<file path="src/rtl/comb_fsm_6s2i2o_mo.sv">
// Next-state and Moore-output decode for a six-state FSM (A..F) whose state
// register lives in the parent; illegal encodings 6 and 7 decode to A / 00.
module comb_fsm_6s2i2o_mo (
    input  logic       clk,
    input  logic       reset,
    input  logic [2:0] state,
    input  logic [1:0] in_,
    output logic [2:0] state_next,
    output logic [1:0] out
);

    typedef enum logic [2:0] {
        ST_A = 3'd0,
        ST_B = 3'd1,
        ST_C = 3'd2,
        ST_D = 3'd3,
        ST_E = 3'd4,
        ST_F = 3'd5
    } state_e;

    state_e state_next_e;

    // clk and reset exist only for port-list parity with sequential siblings
    logic unused_ports;
    assign unused_ports = &{1'b0, clk, reset};

    // Next-state decode
    always_comb begin
        state_next_e = ST_A;
        case (state)
            ST_A: begin
                case (in_)
                    2'b00:   state_next_e = ST_A;
                    2'b01:   state_next_e = ST_B;
                    2'b10:   state_next_e = ST_A;
                    default: state_next_e = ST_E;
                endcase
            end
            ST_B: begin
                case (in_)
                    2'b00:   state_next_e = ST_C;
                    2'b01:   state_next_e = ST_B;
                    2'b10:   state_next_e = ST_A;
                    default: state_next_e = ST_E;
                endcase
            end
            ST_C: begin
                case (in_)
                    2'b00:   state_next_e = ST_A;
                    2'b01:   state_next_e = ST_D;
                    2'b10:   state_next_e = ST_A;
                    default: state_next_e = ST_E;
                endcase
            end
            ST_D: begin
                case (in_)
                    2'b00:   state_next_e = ST_C;
                    2'b01:   state_next_e = ST_B;
                    2'b10:   state_next_e = ST_A;
                    default: state_next_e = ST_E;
                endcase
            end
            ST_E: begin
                case (in_)
                    2'b00:   state_next_e = ST_F;
                    2'b01:   state_next_e = ST_F;
                    2'b10:   state_next_e = ST_A;
                    default: state_next_e = ST_E;
                endcase
            end
            ST_F:    state_next_e = ST_A;
            default: state_next_e = ST_A;
        endcase
    end

    assign state_next = state_next_e;

    // Moore output decode
    always_comb begin
        out = 2'b00;
        case (state)
            ST_A:    out = 2'b00;
            ST_B:    out = 2'b00;
            ST_C:    out = 2'b00;
            ST_D:    out = 2'b01;
            ST_E:    out = 2'b10;
            ST_F:    out = 2'b10;
            default: out = 2'b00;
        endcase
    end

endmodule

</file>
<file path="config.mk">
export PLATFORM = sky130hd
export DESIGN_NAME = comb_fsm_6s2i2o_mo
export DESIGN_NICKNAME = d
export VERILOG_FILES = /design/src/rtl/comb_fsm_6s2i2o_mo.sv
export SDC_FILE = /design/constraint.sdc
export NUM_CORES = 1
export LEC_CHECK = 0
export BUFFER_PORTS_ARGS = -buffer_cell sky130_fd_sc_hd__buf_2
export CORE_AREA = 2 2 39 41
export DETAILED_ROUTE_END_ITERATION = 8
export DIE_AREA = 0 0 41 43
export PLACE_DENSITY = 0.3
export REMOVE_ABC_BUFFERS = 1
export SLEW_MARGIN = 25
export SYNTH_ARGS = -nofsm -noshare
export SYNTH_HDL_FRONTEND = slang
export SYNTH_SLANG_ARGS = --single-unit
</file>
<file path="constraint.sdc">
create_clock -name vclk -period 0.8
set_clock_uncertainty 0.1 [all_clocks]
set_input_delay 0.04 -clock vclk [all_inputs]
set_output_delay 0.04 -clock vclk [all_outputs]
set_load 0.005 [all_outputs]
</file>
==> results of run 1 <==
## cell type report
cell class,instances,area (um2)
tap,16,20.0
fill,160,1170
timing repair buffer,14,96.3
multi-input combinational,12,95.1
## repair_timing
item,in CTS,in global routing
pin swaps,2,2
buffers inserted,0,0
endpoints found under the setup margin,2,3
hold buffers,0,0
resized for setup,3,3
hold endpoints to repair,0,0
## kinds of logic after synthesis
| group | after synthesis | share of synthesized area (%) |
|---|---|---|
| AO/OA/AOI/OAI | 3 | 29.7 |
| multiplexers | 1 | 12.5 |
| AND/OR/NAND/NOR | 8 | 57.8 |
## path summary, 6_finish.rpt
path | cells past startpoint | start | slack [ns] | endpoint
setup / recovery | 4 | state[1] | -0.08 | state_next[0]
hold / removal | 3 | in_[1] | 0.25 | state_next[0]
## metal layers
layer	share of wire, %	vias up	track usage (%)
met2	23	10	3.44
met5	0	-	0
met3	19	0	1.05
met4	0	0	0
met1	58	46	7.91
li1	-	72	-
## report_power, final
part | switching (mW) | total, mW | internal (mW)
clock | 0 | 0 | 0
combinational | 0.0378 | 0.0953 | 0.0576
sequential | 0 | 0 | 0
total | 0.0378 | 0.0953 | 0.0576
## layout by cell type (no fill, tap or decap)
cell      count
a211oi_2      1
or3b_4        1
nand2b_1      1
buf_4         3
nor2b_1       1
buf_6         3
mux2i_1       1
nor2_1        2
nand3b_1      1
nand2b_4      1
o21a_1        1
a21oi_2       1
nand2_1       1
buf_2         8
## critical path, stage by stage
cell,delay (ns)
buf_6,0.09
or3b_4,0.39
a21oi_2,0.11
buf_2,0.11
## through the flow
step,hold WS (ns),cell area (um2),std cells
4_1_cts,0.245,195,42
3_3_place_gp,0.251,180,42
2_1_floorplan,-0.00192,80.1,12
6_report,0.251,211,42
5_1_grt,0.281,211,42
3_5_place_dp,0.245,180,42
==> impl_metrics.json, run 1 <==
{
  "outcome": "finished with violations",
  "violations": "negative setup slack",
  "vias_per_cell": 3.05,
  "antenna_left": 0,
  "endpoint_kind": "output port",
  "period_needed_ns": 0.883,
  "post-place-ws_ns": -0.121,
  "layout.nets": 35,
  "cp-start-kind": "primary input",
  "total_power_mw": 0.0953,
  "slew_headroom_pct": 89.1,
  "yosysTopAreaCell": "nand2b_1",
  "area_growth_pct": 164,
  "grt_setup_unrepaired": "true",
  "grt_pass1_vias": 103,
  "overflow": 0,
  "p_per_area_nw_per_um2": 451,
  "ir_worst_vdd_mv": 0.142,
  "synth_top_cell_area_share_pct": 15.6,
  "finalHoldViolCount": 0,
  "track_usage_pct": 3.80,
  "place_congestion": 0.664,
  "setup_ws_ns": -0.0825,
  "rows": 14,
  "drive_gt1_share_pct": 69.2,
  "avgRoutedWirePerCell_um": 7.48,
  "grt_pass1_wl_um": 483,
  "first_iter_violations": 1,
  "nClkBuffers": 0,
  "cp_max_fo": 2,
  "firstDrtPassIters": 3,
  "ios": 12,
  "fp.dieArea_um2": 1760,
  "wl_um": 314,
  "core_um2": 1380,
  "synth-warning-count": 0,
  "io_buffers": 10,
  "netlist_area_um2": 80.1,
  "seqCellArea_um2": 0,
  "postSynthCellCount": 12,
  "die_w_um": 41,
  "max_freq_mhz": 1130,
  "diodes": 0,
  "vias": 128,
  "arrival_ns": 0.74,
  "crit_required_ns": 0.66,
  "post-route-drc-count": 0,
  "antenna_found_initial": 0,
  "p_leak_nw": 0.104,
  "worstSetupPathType": "in -> out",
  "start_util_pct": 5.79,
  "die_h_um": 43,
  "synth_common_cells": "2 x nand2b_1, 2 x nor2_1",
  "ys_types": 10,
  "seq_cell_count": 0,
  "grt_max_degree": 7,
  "synthTopCellsByArea": "nand2b_1 16%, mux2i_1 13%, a21oi_2 11%, or3b_1 11%, a211oi_1 9.4%",
  "min_period_over_period_pct": 110,
  "final_util_pct": 15.3,
  "maxSlewViolCount": 0,
  "hp-class": "in -> out",
  "tns_ns": -0.0825,
  "synth-seq-area-share_pct": 0,
  "drv_cap": 0,
  "setup_viol": 1,
  "tightestPinTransition_ns": 0.159,
  "postSynthAreaPerCell_um2": 6.67
}
Note: power is estimated with default switching activity, not from simulation.
==> inputs of run 2 (changes only) <==
- ABC_AREA: default -> 1
==> run 2 against run 1 <==
The flow now finishes without violations. Fmax grew 36%. Worst setup slack better by 0.23 ns. Combinational power decreased by 31%. Die area unchanged. Synthesized cell count up 83%. Area after synthesis grew 6.3%. Sequential share of layout area did not move. Cell count up 14%. Core utilization decreased by 4.1 points. Design area shrank 27%. First-iteration DRC count unchanged. Flip-flop and latch count did not move.
==> impl_metrics.json, run 2 <==
{
  "drv_cap": 0,
  "ir_worst_vdd_mv": 0.0693,
  "postSynthAreaPerCell_um2": 3.87,
  "die_h_um": 43,
  "slew_headroom_pct": 89.6,
  "cts_resized": 0,
  "synthTopCellsByArea": "nand2_1 35%, nor2_1 31%, inv_1 18%, nor3_1 5.9%, o21ai_0 5.9%",
  "fillers": 171,
  "place_congestion": 0.584,
  "finalHoldViolCount": 0,
  "synth_top_cell_area_share_pct": 35.3,
  "arrival_ns": 0.51,
  "drive_gt1_share_pct": 34.4,
  "ios": 12,
  "period_needed_ns": 0.648,
  "p_per_area_nw_per_um2": 423,
  "cp_max_fo": 3,
  "max_freq_mhz": 1540,
  "avgRoutedWirePerCell_um": 5.98,
  "vias": 152,
  "setup_viol": 0,
  "post-route-drc-count": 0,
  "area_growth_pct": 82.4,
  "whs_ns": 0.232,
  "power_frac_seq_pct": 0,
  "track_usage_pct": 3.40,
  "hp-class": "in -> out",
  "nClkBuffers": 0,
  "swShare_pct": 53.6,
  "placed_cell_area_um2": 155,
  "yosysMostFrequentCell": "nand2_1",
  "wl_um": 287,
  "total_power_mw": 0.0656,
  "vias_per_cell": 3.17,
  "met1_length_um": 126,
  "dr_wl_met3_um": 47,
  "synth-warning-count": 0,
  "overflow": 0,
  "synth_common_cells": "8 x nand2_1, 7 x nor2_1, 4 x inv_1",
  "diodes": 0,
  "endpoint_kind": "output port",
  "p_leak_nw": 0.107,
  "antenna_found_initial": 0,
  "ys_types": 6,
  "power_frac_clock_pct": 0,
  "cp-start-kind": "primary input",
  "p_sw_mw": 0.0351,
  "tightestPinTransition_ns": 0.155,
  "first_iter_violations": 1,
  "netlist_area_um2": 85.1,
  "crit_required_ns": 0.66,
  "final_area_um2": 155,
  "grt_pass1_wl_um": 455,
  "rows": 14,
  "antenna_left": 0,
  "cts_setup_buffers": 0,
  "tns_ns": 0,
  "core_um2": 1380,
  "layout.nets": 41,
  "synth-seq-area-share_pct": 0,
  "die_w_um": 41,
  "grt_pass1_vias": 127,
  "grt_max_degree": 5,
  "final_common_cell": "buf_2",
  "place_hpwl_um": 272,
  "maxSlewViolCount": 0,
  "fp.dieArea_um2": 1760,
  "worstSetupPathType": "in -> out",
  "final_cell_mix": "10 x buf_2, 8 x nand2_1, 7 x nor2_1",
  "yosysTopAreaCell": "nand2_1",
  "internal_power_mw": 0.0305,
  "postSynthCellCount": 22,
  "seq_cell_count": 0,
  "outcome": "finished clean",
  "topRoutingLayerUsed": "met3",
  "firstDrtPassIters": 4,
  "grt_setup_unrepaired": "false",
  "min_period_over_period_pct": 81.0,
  "cts_hold_buf": 0,
  "route.met2.wl_um": 113,
  "seqCellArea_um2": 0,
  "start_util_pct": 6.15,
  "comb_power_share_pct": 100.0,
  "io_buffers": 10
}
-- run 2: changes by cell type after synthesis --
cell / delta
nand2_1: +7
nor2_1: +5
inv_1: +4
nand2b_1: -2
a211oi_1: -1
a21oi_2: -1
inv_2: +1
mux2i_1: -1
nand3b_1: -1
nor2b_1: -1
nor3_1: +1
o21a_1: -1
o21ai_0: +1
or3b_1: -1
-- run 2: layout make-up --
cell class | instances | area (um2) | area share (%)
inverter | 5 | 18.8 | 12.1
multi-input combinational | 17 | 66.3 | 42.7
tap | 16 | 20.0 | 12.9
timing repair buffer | 10 | 50.0 | 32.3
-- run 2: critical path, cell delays in order --
cell,delay (ns)
buf_2,0.11
nor2_1,0.10
nor2_1,0.06
nor2_1,0.08
buf_2,0.11
-- run 2: worst paths after layout --
kind / startpoint / to / slack (ns) / cells after the start
min: state[1] / out[1] / 0.23 / 3
max: state[0] / state_next[0] / 0.15 / 5
-- run 2: kinds of logic after synthesis --
family	after synthesis	synth area share, %
AND/OR/NAND/NOR	16	72.1
AO/OA/AOI/OAI	1	5.88
buffers and inverters	5	22.0
-- run 2: power by group through the flow --
stage	Clock, mW	Sequential, mW	Combinational, mW
after floorplan	0	0	0.0320
after global placement	0	0	0.0696
after detailed placement	0	0	0.0670
after CTS	0	0	0.0675
after global routing	0	0	0.0754
final	0	0	0.0656
-- run 2: layer usage --
metal,vias to the layer above,global-route usage [%]
met5,-,0
met3,0,1.57
met1,63,4.43
li1,83,-
met2,6,5.31
met4,0,0
-- run 2: stage by stage --
step / utilization (%) / setup slack, ns / std cells
4_1_cts: 11.2 / 0.127 / 48
3_3_place_gp: 11.2 / 0.121 / 48
3_5_place_dp: 11.2 / 0.135 / 48
6_report: 11.2 / 0.152 / 48
2_1_floorplan: - / 0.384 / 22
5_1_grt: 11.2 / 0.0570 / 48
